$ cat src/rtl/pulse_width_meter_if.sv
// pulse_width_meter_if: start/ack request side and registered result side of the pulse width meter
interface pulse_width_meter_if #(parameter int COUNT_WIDTH = 16);
  logic start;
  logic ack;
  logic busy;
  logic valid;
  logic timeout;
  logic [COUNT_WIDTH-1:0] width_ms;
  modport master(output start, ack, input busy, valid, timeout, width_ms);
  modport slave(input start, ack, output busy, valid, timeout, width_ms);
endinterface

$ cat src/rtl/pulse_width_meter.sv
// pulse_width_meter: times the high phase of an async sensor line in 1 ms ticks, one result per start
module pulse_width_meter #(
  parameter int COUNT_WIDTH = 16,
  parameter int TIMEOUT_MS  = 1000
) (
  input  logic clk,
  input  logic reset,
  input  logic tick_1ms,
  input  logic sig_in,
  pulse_width_meter_if.slave bus
);
  typedef enum logic [1:0] {IDLE, ARMED, MEASURE, DONE} state_t;
  localparam logic [COUNT_WIDTH-1:0] TMO = COUNT_WIDTH'(TIMEOUT_MS);
  state_t state_q, state_d;
  logic [2:0] sync_q, sync_d;
  logic [COUNT_WIDTH-1:0] wait_q, wait_d, hi_q, hi_d, width_q, width_d, wait_inc, hi_inc;
  logic timeout_q, timeout_d, busy_q, busy_d, valid_q, valid_d;
  logic rise, fall;
  // sync_q[1] is the synchronised line, sync_q[2] its one-clk-old copy
  assign rise = sync_q[1] & ~sync_q[2];
  assign fall = ~sync_q[1] & sync_q[2];
  assign wait_inc = wait_q + COUNT_WIDTH'(tick_1ms);
  assign hi_inc = hi_q + COUNT_WIDTH'(tick_1ms);
  always_comb begin
    sync_d = {sync_q[1:0], sig_in};
    state_d = state_q;
    wait_d = wait_q;
    hi_d = hi_q;
    width_d = width_q;
    timeout_d = timeout_q;
    case (state_q)
      IDLE: if (bus.start) begin
        state_d = ARMED;
        wait_d = '0;
        hi_d = '0;
        width_d = '0;
        timeout_d = 1'b0;
      end
      ARMED: begin
        wait_d = wait_inc;
        if (rise) state_d = MEASURE;
        else if (wait_inc == TMO) begin
          state_d = DONE;
          timeout_d = 1'b1;
          width_d = '0;
        end
      end
      MEASURE: begin
        hi_d = hi_inc;
        if (fall) begin
          state_d = DONE;
          width_d = hi_inc;
        end else if (hi_inc == TMO) begin
          state_d = DONE;
          timeout_d = 1'b1;
          width_d = TMO;
        end
      end
      DONE: state_d = bus.ack ? IDLE : DONE;
      default: state_d = IDLE;
    endcase
    busy_d = (state_d == ARMED) || (state_d == MEASURE);
    valid_d = state_d == DONE;
  end
  always_ff @(posedge clk or negedge reset) begin
    if (!reset) begin
      state_q <= IDLE;
      sync_q <= '0;
      wait_q <= '0;
      hi_q <= '0;
      width_q <= '0;
      timeout_q <= 1'b0;
      busy_q <= 1'b0;
      valid_q <= 1'b0;
    end else begin
      state_q <= state_d;
      sync_q <= sync_d;
      wait_q <= wait_d;
      hi_q <= hi_d;
      width_q <= width_d;
      timeout_q <= timeout_d;
      busy_q <= busy_d;
      valid_q <= valid_d;
    end
  end
  assign bus.busy = busy_q;
  assign bus.valid = valid_q;
  assign bus.width_ms = width_q;
  assign bus.timeout = timeout_q;
endmodule
$ cat src/flat_wrapper.sv
// flat-port wrapper written by rule: the top's interface ports become plain ports
module pulse_width_meter_flat 
#(
  parameter int COUNT_WIDTH = 16,
  parameter int TIMEOUT_MS  = 1000
)
  (clk, reset, tick_1ms, sig_in, bus_start, bus_ack, bus_busy, bus_valid, bus_timeout, bus_width_ms);
  pulse_width_meter_if #(.COUNT_WIDTH(COUNT_WIDTH)) bus_i ();
  input  logic clk;
  input  logic reset;
  input  logic tick_1ms;
  input  logic sig_in;
  input wire logic [$bits(bus_i.start)-1:0] bus_start;
  input wire logic [$bits(bus_i.ack)-1:0] bus_ack;
  output wire logic [$bits(bus_i.busy)-1:0] bus_busy;
  output wire logic [$bits(bus_i.valid)-1:0] bus_valid;
  output wire logic [$bits(bus_i.timeout)-1:0] bus_timeout;
  output wire logic [$bits(bus_i.width_ms)-1:0] bus_width_ms;
  assign bus_i.start = bus_start;
  assign bus_i.ack = bus_ack;
  assign bus_busy = bus_i.busy;
  assign bus_valid = bus_i.valid;
  assign bus_timeout = bus_i.timeout;
  assign bus_width_ms = bus_i.width_ms;
  pulse_width_meter #(.COUNT_WIDTH(COUNT_WIDTH), .TIMEOUT_MS(TIMEOUT_MS)) u_core (.clk(clk), .reset(reset), .tick_1ms(tick_1ms), .sig_in(sig_in), .bus(bus_i));
endmodule
$ cat config.mk
export PLATFORM = sky130hd
export DESIGN_NAME = pulse_width_meter_flat
export DESIGN_NICKNAME = d
export VERILOG_FILES = /design/src/rtl/pulse_width_meter_if.sv /design/src/rtl/pulse_width_meter.sv /design/src/flat_wrapper.sv
export SDC_FILE = /design/constraint.sdc
export NUM_CORES = 1
export LEC_CHECK = 0
export BUFFER_PORTS_ARGS = -buffer_cell sky130_fd_sc_hd__buf_4
export CAP_MARGIN = 30
export CELL_PAD_IN_SITES_DETAIL_PLACEMENT = 2
export CELL_PAD_IN_SITES_GLOBAL_PLACEMENT = 2
export CORE_MARGIN = 2
export CORE_UTILIZATION = 34
export CTS_BUF_LIST = sky130_fd_sc_hd__clkbuf_8 sky130_fd_sc_hd__clkbuf_16
export DETAILED_ROUTE_END_ITERATION = 12
export GPL_TIMING_DRIVEN = 0
export MAX_ROUTING_LAYER = met4
export PLACE_DENSITY_LB_ADDON = 0.15
export SYNTH_ARGS = -nofsm -noshare
export SYNTH_HDL_FRONTEND = slang
export SYNTH_SLANG_ARGS = --single-unit
export TNS_END_PERCENT = 5
$ cat constraint.sdc
create_clock -name clk -period 2.8 [get_ports clk]
set_input_delay 0.56 -clock clk [delete_from_list [all_inputs] [get_ports clk]]
set_output_delay 0.56 -clock clk [all_outputs]
set_load 0.01 [all_outputs]
==> impl_metrics.json <==
{
  "drive_above_1_share": 0.225,
  "critical_path_class": "register to register",
  "synth_nets": 374,
  "cts.path.max_buffers": 2,
  "failed_checks": "setup timing",
  "portBuffers": 24,
  "initial_utilization": 0.345,
  "setup_viol": 6,
  "timing.critical_path.arrival_ps": 3030,
  "viasPerCell": 5.33,
  "dieArea_um2": 10500,
  "die_x_um": 103,
  "clk_latency_ps": 310,
  "cp_max_fo": 7,
  "final-hold-violation-count": 0,
  "busiest_grt_layer": "met2",
  "clock_tree.htree_level_count": 2,
  "combinationalPowerShare": 0.479,
  "clkSinkCount": 56,
  "floorplan.rows": 36,
  "synth.distinct_cells": 45,
  "pre_cts_slack_ps": -668,
  "grtUsageTotal": 0.202,
  "yosys_warnings": 0,
  "syn_area_um2": 3310,
  "run_status": "finished with violations",
  "slew_viols_final": 0,
  "core_region_area_um2": 9590,
  "seq_area_frac_synth": 0.424,
  "avgRoutedWirePerCell_um": 18.6,
  "ioPinCount": 25,
  "slew_headroom": 0.490,
  "ys_seq_elements": 56,
  "grt_overflow": 0,
  "layout.core_utilization": 0.420,
  "ir_drop_mv": 0.358,
  "met2_usage": 0.339,
  "totalWireLength_um": 9910,
  "synth-async-reset-ratio": 1.00,
  "maxClockFrequency_mhz": 354,
  "fill_cells": 1080,
  "synth_top_flop_cell": "sky130_fd_sc_hd__dfrtp_1",
  "grt_antenna_before_repair": 0,
  "sw_frac_of_total": 0.406,
  "grt_start_max_net_pins": 57,
  "globalplace.congestion": 0.786,
  "grtUsageMet1": 0.265,
  "cts-buffers-inserted": 5,
  "diodes_inserted": 0,
  "via_count": 2840,
  "path_clk_slew_ps": 110,
  "clock_power_share": 0.165,
  "finClkSkew_ps": 9.21,
  "worstSetupStartpointType": "register",
  "p_switching_w": 0.00115,
  "drc_errors": 0,
  "grt_pass1_vias": 2982,
  "synth_cells": 358,
  "die-height_um": 103,
  "global_route.usage.met3": 0.0305,
  "hp-class": "primary input to asynchronous set/reset pin",
  "rsz_0062_raised_after_global_routing": "yes",
  "tightest_slew_ps": 760,
  "most_common_cell_after_layout_fill_and_taps_aside": "sky130_fd_sc_hd__dfrtp_1",
  "power.share.sequential": 0.355,
  "fin_crit_sh": 1.01,
  "cp.required_ps": 3010,
  "timing.critical_path.to_type": "register",
  "totalNegativeSetupSlack_ps": -90.0,
  "power_density_over_cell_area_nw_per_um2": 703,
  "grt_first_pass_wirelength_um": 16100,
  "synthesis.area_per_instance_um2": 9.24,
  "final_period_minus_worst_setup_slack_ps": 2820,
  "ant_nets": 0,
  "mostFrequentLayoutCells": "sky130_fd_sc_hd__dfrtp_1 (55), sky130_fd_sc_hd__o21ai_0 (48), sky130_fd_sc_hd__nand2_1 (36), sky130_fd_sc_hd__buf_4 (34), sky130_fd_sc_hd__nor2_1 (31)",
  "leakage_nw": 1.74,
  "detail_route.first_pass.iterations": 4,
  "post_cts_hold_buffer_count": 0,
  "clockRootBuffer": "sky130_fd_sc_hd__clkbuf_8",
  "tritoncts": "built",
  "dpl.hpwl_um": 7040,
  "number_of_maximum_capacitance_violations": 0,
  "initialDrtViolationCount": 93,
  "final_critical_path_setup_slack_ps": -20.9,
  "synth-edff-count": 0,
  "internal_power_w": 0.00168,
  "nets": 415,
  "synthesis_to_layout_area_growth_pct": 21.9
}
## flip-flops by register name (all words and copies together) (netlist names)
signal,count
u_core.sync_q,3
u_core.wait_q,16
u_core.state_q,2
u_core.hi_q,16
u_core.bus.valid,1
u_core.bus.busy,1
u_core.bus.timeout,1
u_core.bus.width_ms,16
## synthesized netlist by cell type, types with 2 or more instances
cell / n / area (µm²)
sky130_fd_sc_hd__nor3_1: 10 / 50.1
sky130_fd_sc_hd__and3_1: 10 / 62.6
sky130_fd_sc_hd__nand4_1: 9 / 56.3
sky130_fd_sc_hd__o2111ai_1: 2 / 17.5
sky130_fd_sc_hd__nor2b_1: 2 / 12.5
sky130_fd_sc_hd__buf_2: 6 / 30.0
sky130_fd_sc_hd__and4_1: 2 / 17.5
sky130_fd_sc_hd__nor2_1: 32 / 120
sky130_fd_sc_hd__nor4_1: 6 / 37.5
sky130_fd_sc_hd__xnor2_1: 17 / 149
sky130_fd_sc_hd__and2_1: 3 / 18.8
sky130_fd_sc_hd__nand2_1: 37 / 139
sky130_fd_sc_hd__a21oi_1: 9 / 45.0
sky130_fd_sc_hd__xor2_1: 6 / 52.6
sky130_fd_sc_hd__ha_1: 10 / 125
sky130_fd_sc_hd__clkbuf_1: 10 / 37.5
sky130_fd_sc_hd__nand3_1: 10 / 50.1
sky130_fd_sc_hd__o22ai_1: 3 / 18.8
sky130_fd_sc_hd__dfrtp_1: 56 / 1400
sky130_fd_sc_hd__inv_1: 13 / 48.8
sky130_fd_sc_hd__mux2i_1: 7 / 70.1
sky130_fd_sc_hd__o31ai_1: 5 / 37.5
sky130_fd_sc_hd__mux2_2: 7 / 78.8
sky130_fd_sc_hd__nand2b_1: 5 / 31.3
sky130_fd_sc_hd__o21ai_0: 50 / 250
sky130_fd_sc_hd__nand3_2: 2 / 20.0
sky130_fd_sc_hd__mux2_4: 5 / 75.1
sky130_fd_sc_hd__a22o_1: 4 / 35.0
sky130_fd_sc_hd__a31oi_1: 4 / 25.0
## per-stage QoR
| stage | cell area [µm²] | cells | total power [W] | hold slack, ps |
|---|---|---|---|---|
| 2_1_floorplan | 3320 | 358 | 0.00176 | 264 |
| 3_3_place_gp | 3660 | 515 | 0.00216 | 341 |
| 3_5_place_dp | 3660 | 515 | 0.00220 | 339 |
| 4_1_cts | 3880 | 528 | 0.00284 | 335 |
| 5_1_grt | 4030 | 533 | 0.00305 | 333 |
| 6_report | 4030 | 533 | 0.00283 | 307 |
## logic make-up (layout without fill, tap and decap cells)
group	after synthesis	in the layout	share of synthesized area
xor gates and xnor gates	23	23	0.0609
DFF	56	56	0.424
adders and majority gates	10	10	0.0378
AOI/OAI and AO/OA	87	87	0.164
muxes	19	19	0.0677
buffers and inverters	30	72	0.0412
and+or+nand+nor	133	133	0.205
## metal layers
| layer | wire [µm] | part of all wire |
|---|---|---|
| met3 | 175 | 0.018 |
| met2 | 4990 | 0.50 |
| met5 | 0 | 0 |
| met4 | 31 | 0.0031 |
| met1 | 4720 | 0.48 |
## worst max-delay path, stage by stage (launching register included)
cell and delay (ps):
sky130_fd_sc_hd__dfrtp_1 430, sky130_fd_sc_hd__ha_4 180, sky130_fd_sc_hd__ha_4 160, sky130_fd_sc_hd__or4b_1 490, sky130_fd_sc_hd__o21ai_1 90, sky130_fd_sc_hd__nand4_1 250, sky130_fd_sc_hd__nor4_4 380, sky130_fd_sc_hd__o22a_4 270
sky130_fd_sc_hd__buf_12 150, sky130_fd_sc_hd__mux2_4 300
## area by class of cell
cell class,instances,area (µm²),area share
tap,133,166,0.0413
sequential,56,1400,0.348
inverter,13,48.8,0.0121
multi-input combinational,272,1950,0.483
clock inverter,3,23.8,0.00589
buffer,15,80.1,0.0199
timing repair buffer,36,295,0.0732
clock buffer,5,68.8,0.0171
## path summary, 6_finish.rpt
| kind | startpoint | to | slack, ps | depth (start not counted) |
|---|---|---|---|---|
| hold / removal | reset | u_core.bus.width_ms[15] | 310 | 1 |
| setup reg to reg | u_core.wait_q[0] | u_core.bus.width_ms[12] | -20 | 9 |
| hold reg to reg | u_core.sync_q[0] | u_core.sync_q[1] | 360 | 0 |
| setup / recovery | u_core.wait_q[0] | u_core.bus.width_ms[12] | -20 | 9 |
| min in group clk | sig_in | u_core.sync_q[0] | 350 | 1 |
| max in group asynchronous | reset | u_core.hi_q[2] | 1980 | 1 |
## repair_timing
action,CTS,global route
endpoints found under the setup margin,18,18
buffers inserted,6,6
resized for setup,11,20
pin swaps,3,7
## power groups by stage
| stage | Sequential (W) | Clock, W | Combinational, W |
|---|---|---|---|
| 6_report | 0.00101 | 0.000469 | 0.00136 |
| 5_1_grt | 0.00102 | 0.000529 | 0.00150 |
| 4_1_cts | 0.000998 | 0.000499 | 0.00134 |
| 3_5_place_dp | 0.00101 | 0 | 0.00119 |
| 3_3_place_gp | 0.00101 | 0 | 0.00116 |
| 2_1_floorplan | 0.00102 | 0 | 0.000741 |
Power figures use the tool's default switching activity.
